## config.mk

```make
export PLATFORM = sky130hd
export DESIGN_NAME = prize_score_manager
export DESIGN_NICKNAME = d
export VERILOG_FILES = /design/src/rtl/prize_score_manager.sv
export SDC_FILE = /design/constraint.sdc
export NUM_CORES = 1
export LEC_CHECK = 0
export CAP_MARGIN = 10
export CORE_ASPECT_RATIO = 1.25
export CORE_MARGIN = 5
export CORE_UTILIZATION = 40
export DETAILED_ROUTE_END_ITERATION = 10
export PLACE_DENSITY_LB_ADDON = 0.1
export SLEW_MARGIN = 30
export SYNTH_ARGS = -nofsm -noshare
export SYNTH_HDL_FRONTEND = slang
export SYNTH_SLANG_ARGS = --single-unit
```

## constraint.sdc

```tcl
create_clock -name clk -period 5 [get_ports clk]
set_clock_uncertainty 0.2 [all_clocks]
set_input_delay 1 -clock clk [delete_from_list [all_inputs] [get_ports clk]]
set_output_delay 1 -clock clk [all_outputs]
set_load 0.01 [all_outputs]
```

## src/rtl/prize_score_manager.sv

```systemverilog
// prize_score_manager: turns per-pixel prize/coin collision strobes into one scoring event per frame,
// keeps the BCD score and prizes remaining, and sequences level advance and game completion.
`default_nettype none

module prize_score_manager #(
  parameter int NUM_LEVELS   = 2,
  parameter int PRIZES_L0    = 1,
  parameter int PRIZES_L1    = 10,
  parameter int PRIZES_L2    = 10,
  parameter int PRIZES_L3    = 10,
  parameter int PTS_REGU     = 1,
  parameter int PTS_SPECIAL  = 5,
  parameter int CLEAR_FRAMES = 60
) (
  input  logic        clk,
  input  logic        resetN,
  input  logic        startOfFrame,
  input  logic        prize_collision,
  input  logic [2:0]  prize_type,
  input  logic        coin_step_collision,
  input  logic [3:0]  HitEdgeCode,
  input  logic        bumpy_diedN,
  output logic [2:0]  lvl,
  output logic        next_lvl,
  output logic [6:0]  prizes_left,
  output logic [15:0] score_bcd,
  output logic        game_won
);

  typedef enum logic [1:0] {PLAY = 2'd0, LVL_CLEAR = 2'd1, WON = 2'd2} state_t;

  localparam logic [3:0] EDGE_TOP = 4'b0100;

  state_t      state;
  logic        p_pend;
  logic        c_pend;
  logic [2:0]  p_type;
  logic [7:0]  frame_cnt;

  logic        p_hit;
  logic        c_hit;
  logic [3:0]  pts;
  logic [15:0] score_next;
  logic [7:0]  count_sum;
  logic [6:0]  prizes_next;
  logic        clear_done;
  logic        last_level;

  function automatic logic [6:0] level_prizes(input logic [2:0] l);
    case (l)
      3'd0:    return 7'(PRIZES_L0);
      3'd1:    return 7'(PRIZES_L1);
      3'd2:    return 7'(PRIZES_L2);
      default: return 7'(PRIZES_L3);
    endcase
  endfunction

  // Ripple-carry BCD add of a tens increment and a ones increment; overflow past 9999 clamps.
  function automatic logic [15:0] bcd_add(input logic [15:0] s, input logic [3:0] tens_inc,
                                          input logic ones_inc);
    logic [4:0]  d;
    logic        carry;
    logic [15:0] r;
    d = {1'b0, s[3:0]} + {4'b0, ones_inc};
    carry = (d > 5'd9);
    if (carry) d = d - 5'd10;
    r[3:0] = d[3:0];
    d = {1'b0, s[7:4]} + {1'b0, tens_inc} + {4'b0, carry};
    carry = (d > 5'd9);
    if (carry) d = d - 5'd10;
    r[7:4] = d[3:0];
    d = {1'b0, s[11:8]} + {4'b0, carry};
    carry = (d > 5'd9);
    if (carry) d = d - 5'd10;
    r[11:8] = d[3:0];
    d = {1'b0, s[15:12]} + {4'b0, carry};
    carry = (d > 5'd9);
    if (carry) d = d - 5'd10;
    r[15:12] = d[3:0];
    return carry ? 16'h9999 : r;
  endfunction

  always_comb begin
    p_hit       = prize_collision && (prize_type != 3'b000);
    c_hit       = coin_step_collision && (HitEdgeCode == EDGE_TOP);
    pts         = (p_type == 3'b001) ? 4'(PTS_REGU) : 4'(PTS_SPECIAL);
    score_next  = bcd_add(score_bcd, p_pend ? pts : 4'd0, c_pend);
    count_sum   = {1'b0, prizes_left} - {7'b0, (p_pend && (prizes_left != 7'd0))} + {7'b0, c_pend};
    prizes_next = (count_sum > 8'd127) ? 7'd127 : count_sum[6:0];
    clear_done  = ((frame_cnt + 8'd1) == 8'(CLEAR_FRAMES));
    last_level  = (lvl == 3'(NUM_LEVELS - 1));
  end

  always_ff @(posedge clk or negedge resetN) begin
    if (!resetN) begin
      state       <= PLAY;
      lvl         <= 3'd0;
      next_lvl    <= 1'b0;
      prizes_left <= 7'(PRIZES_L0);
      score_bcd   <= 16'h0000;
      game_won    <= 1'b0;
      p_pend      <= 1'b0;
      c_pend      <= 1'b0;
      p_type      <= 3'b000;
      frame_cnt   <= 8'd0;
    end else begin
      next_lvl <= 1'b0;
      if (!bumpy_diedN && (state != WON)) begin
        p_pend      <= 1'b0;
        c_pend      <= 1'b0;
        frame_cnt   <= 8'd0;
        prizes_left <= level_prizes(lvl);
        state       <= PLAY;
      end else begin
        case (state)
          PLAY: begin
            if (startOfFrame) begin
              score_bcd   <= score_next;
              prizes_left <= prizes_next;
              // Events seen on the commit cycle itself belong to the following frame.
              p_pend <= p_hit;
              c_pend <= c_hit;
              if (p_hit) p_type <= prize_type;
              if (prizes_next == 7'd0) begin
                state     <= LVL_CLEAR;
                frame_cnt <= 8'd0;
                p_pend    <= 1'b0;
                c_pend    <= 1'b0;
              end
            end else begin
              if (p_hit && !p_pend) begin
                p_pend <= 1'b1;
                p_type <= prize_type;
              end
              if (c_hit) c_pend <= 1'b1;
            end
          end
          LVL_CLEAR: begin
            if (startOfFrame) begin
              if (clear_done) begin
                frame_cnt <= 8'd0;
                if (last_level) begin
                  state    <= WON;
                  game_won <= 1'b1;
                end else begin
                  lvl         <= lvl + 3'd1;
                  next_lvl    <= 1'b1;
                  prizes_left <= level_prizes(lvl + 3'd1);
                  state       <= PLAY;
                end
              end else begin
                frame_cnt <= frame_cnt + 8'd1;
              end
            end
          end
          WON: ;
          default: state <= PLAY;
        endcase
      end
    end
  end

endmodule

`default_nettype wire

```

==> results.toml <==
[finish]
nFillCells = 730
n_antenna_cell = 0
layout-drive-gt1-share_pct = 15.3
postLayoutCellArea_sq_mm = 0.00391
layout.cells.non_filler = 503
area_delta_synth_final_pct = 26.4
final_util_pct = 52.5
fin_nets = 451

[worst_setup_path]
critical_path_class = "reg2reg"
r2r_start = "score_bcd[0]$_DFFE_PN0P_"
cp-start-kind = "register"
reg2reg_slack_ns = 0.25
critPathArrivalTime_ns = 4.74
crit_slowest_cell = "dfrtp_1"
cp_max_fo = 6
worst-endpoint-required_ns = 4.99
ff2ff_path_depth = 25
end_kind = "register"
r2r-end = "score_bcd[2]$_DFFE_PN0P_"
slowest_delay_ns = 0.39

[drt]
via_count = 2722
wl_per_cell_um = 14.8
drcViolationCount = 0
routed_wl_um = 7460
drtIter0Drc = 80
ant_nets = 0
drtPass1Iterations = 4
vias_per_cell = 5.41

[timing]
fmax_mhz = 210
maxSlewHeadroom_pct = 44.7
period_needed_ns = 4.75
maxSlewViolCount = 0
setup_ws_ns = 0.245
timing.final.crit_share_pct = 95.1
tightest_slew_ns = 0.827
setup_viol = 0
hold_violations = 0

[grt]
grt_pass1_vias = 2763
grt_usage_pct = 16.6
antenna_found_initial = 0
gr-total-overflow = 0
grt_max_degree = 44
grt_pass1_wl_um = 12800

[pwr]
ir_worst_vdd_v = 0.000116
power.density_mw_per_mm2 = 190
power_leakage_uw = 0.00173

[floorplan]
core_sq_mm = 0.00744
rows = 35
pin_count = 41
initial_core_util_pct = 41.5
dieHeight_um = 108
dieArea_sq_mm = 0.00960
die_x_um = 88.7

[status]
status = "finished, final reports clean"

[yosys]
yosysTopAreaCell = "dfrtp_1"
syn_nets = 395
ys.warnings.count = 0
synth_edf_count = 0
synthesis.area_sq_mm = 0.00309
synth_top_area_share_pct = 34.0
synth.yosys.seq_area_share_pct = 34.8
yosysMostFrequentCell = "nand2_1"
syn_avg_cell_area_sq_um = 8.74
ys_ff_latch = 43
synth-main-ff-cell = "dfrtp_1"
async_reset_ff_share_pct = 100
synth_common_cells = "45 x nand2_1, 42 x dfrtp_1, 31 x o21ai_0"
synth_cells = 354
synthDistinctLibCells = 55
ys_top_cells_by_area = "dfrtp_1 34%, ha_1 11%, nand2_1 5.5%, o21ai_0 5.0%, a21oi_1 3.9%"

[placed_design]
dpl-instance-area_sq_mm = 0.00367
post-place-ws_ns = 0.00199
port_buffers = 40
dp_cells = 492
dp_hpwl_um = 5490
place.gp.congestion = 0.821

[flow_run]
cap_violations = 0

[cts]
hold_buffers = 0
clock_path_buffers = 2
cts_sinks = 43
cts_tree = "yes"
numCtsBuffers = 5
path_clk_slew_ns = 0.09
worstSkewPairLatency_ns = 0.30
htreeDepth = 2
root_buffer = "clkbuf_8"

[min_path]
min_to = "game_won$_DFFE_PN0P_"
hold_depth = 1
worstHoldStart = "game_won$_DFFE_PN0P_"
hp-class = "reg2reg"
-- critical path: cells and delay by family (launching register included) --
kind            cells  cell delay (ns)
compound gates      7             1.14
fa+ha+maj           8             1.71
buf+inv             3             0.29
flops               1             0.39
mux                 2             0.44
simple gates        5             0.46
-- how the worst max path moves through the flow --
stage	startpoint	endpoint	slack, ns	cells past startpoint
after global routing	score_bcd[0]$_DFFE_PN0P_	score_bcd[2]$_DFFE_PN0P_	-0.007	25
after global placement	c_pend$_DFFE_PN0P_	score_bcd[11]$_DFFE_PN0P_	0.18	25
after floorplan	score_bcd[0]$_DFFE_PN0P_	score_bcd[11]$_DFFE_PN0P_	0.01	25
after detailed placement	c_pend$_DFFE_PN0P_	score_bcd[11]$_DFFE_PN0P_	0.002	25
final	score_bcd[0]$_DFFE_PN0P_	score_bcd[2]$_DFFE_PN0P_	0.25	25
after CTS	c_pend$_DFFE_PN0P_	score_bcd[2]$_DFFE_PN0P_	0.009	25
-- area by class of cell --
class / instances / area (sq um) / share of cell area (%)
Multi-Input combinational cell: 278 / 1980 / 50.7
Inverter: 24 / 90.1 / 2.30
Clock buffer: 5 / 68.8 / 1.76
Tap cell: 92 / 115 / 2.94
Timing Repair Buffer: 58 / 533 / 13.6
Clock inverter: 3 / 43.8 / 1.12
Sequential cell: 43 / 1080 / 27.6
-- state kept, by name, indices dropped and copies added (netlist names) --
| name | flops |
|---|---|
| score_bcd | 16 |
| frame_cnt | 8 |
| prizes_left | 7 |
| lvl | 3 |
| p_type | 3 |
| state | 2 |
| c_pend | 1 |
| game_won | 1 |
| next_lvl | 1 |
| p_pend | 1 |
-- cells in the final DEF (no fill, tap or decap), drive strengths merged, types with 5 or more instances in the layout --
cell,n
clkdlybuf4s50,39
buf,19
nand2b,15
nor3,11
o21ai,32
nand3,9
a22o,7
dfrtp,42
a211oi,6
a21oi,24
clkbuf,5
or2,5
xnor2,10
inv,24
mux2,6
ha,26
nand2,45
nor2,21
-- logic make-up (layout without fill, tap and decap cells) --
| family | Yosys count | count (layout) | synth area share, % |
|---|---|---|---|
| and+or+nand+nor | 125 | 125 | 19.9 |
| AOI/OAI and AO/OA | 101 | 101 | 21.2 |
| DFF | 43 | 43 | 34.8 |
| buffers and inverters | 33 | 90 | 4.77 |
| adders and majority gates | 28 | 28 | 11.8 |
| xor gates and xnor gates | 14 | 14 | 3.96 |
| muxes | 10 | 10 | 3.48 |
-- power breakdown --
group	internal, uW	switching (uW)
logic	45.9	51.8
registers	353	7.38
clock network	149	134
-- routing by layer --
metal / up-vias / GRT usage, % / wire length [um]
li1: 1376 / - / -
met5: - / 0 / 0
met2: 40 / 30.1 / 3830
met3: 8 / 2.82 / 289
met4: 0 / 3.56 / 77
met1: 1298 / 20.3 / 3260
-- per-stage QoR --
stage                     hold WS (ns)  TNS [ns]  power (uW)
final                            0.280         0         741
after global placement           0.253         0         461
after global routing             0.305  -0.00670         773
after floorplan                  0.248         0         426
after detailed placement         0.262         0         462
after CTS                        0.283         0         747
-- timing repair --
| item | in CTS | in global routing |
|---|---|---|
| pin swaps | 2 | 5 |
| gates resized for setup | 3 | 18 |
| hold endpoints to repair | 0 | 0 |
| setup endpoints to repair | 5 | 15 |
| buffers inserted | 1 | 2 |
Power figures use the tool's default switching activity.
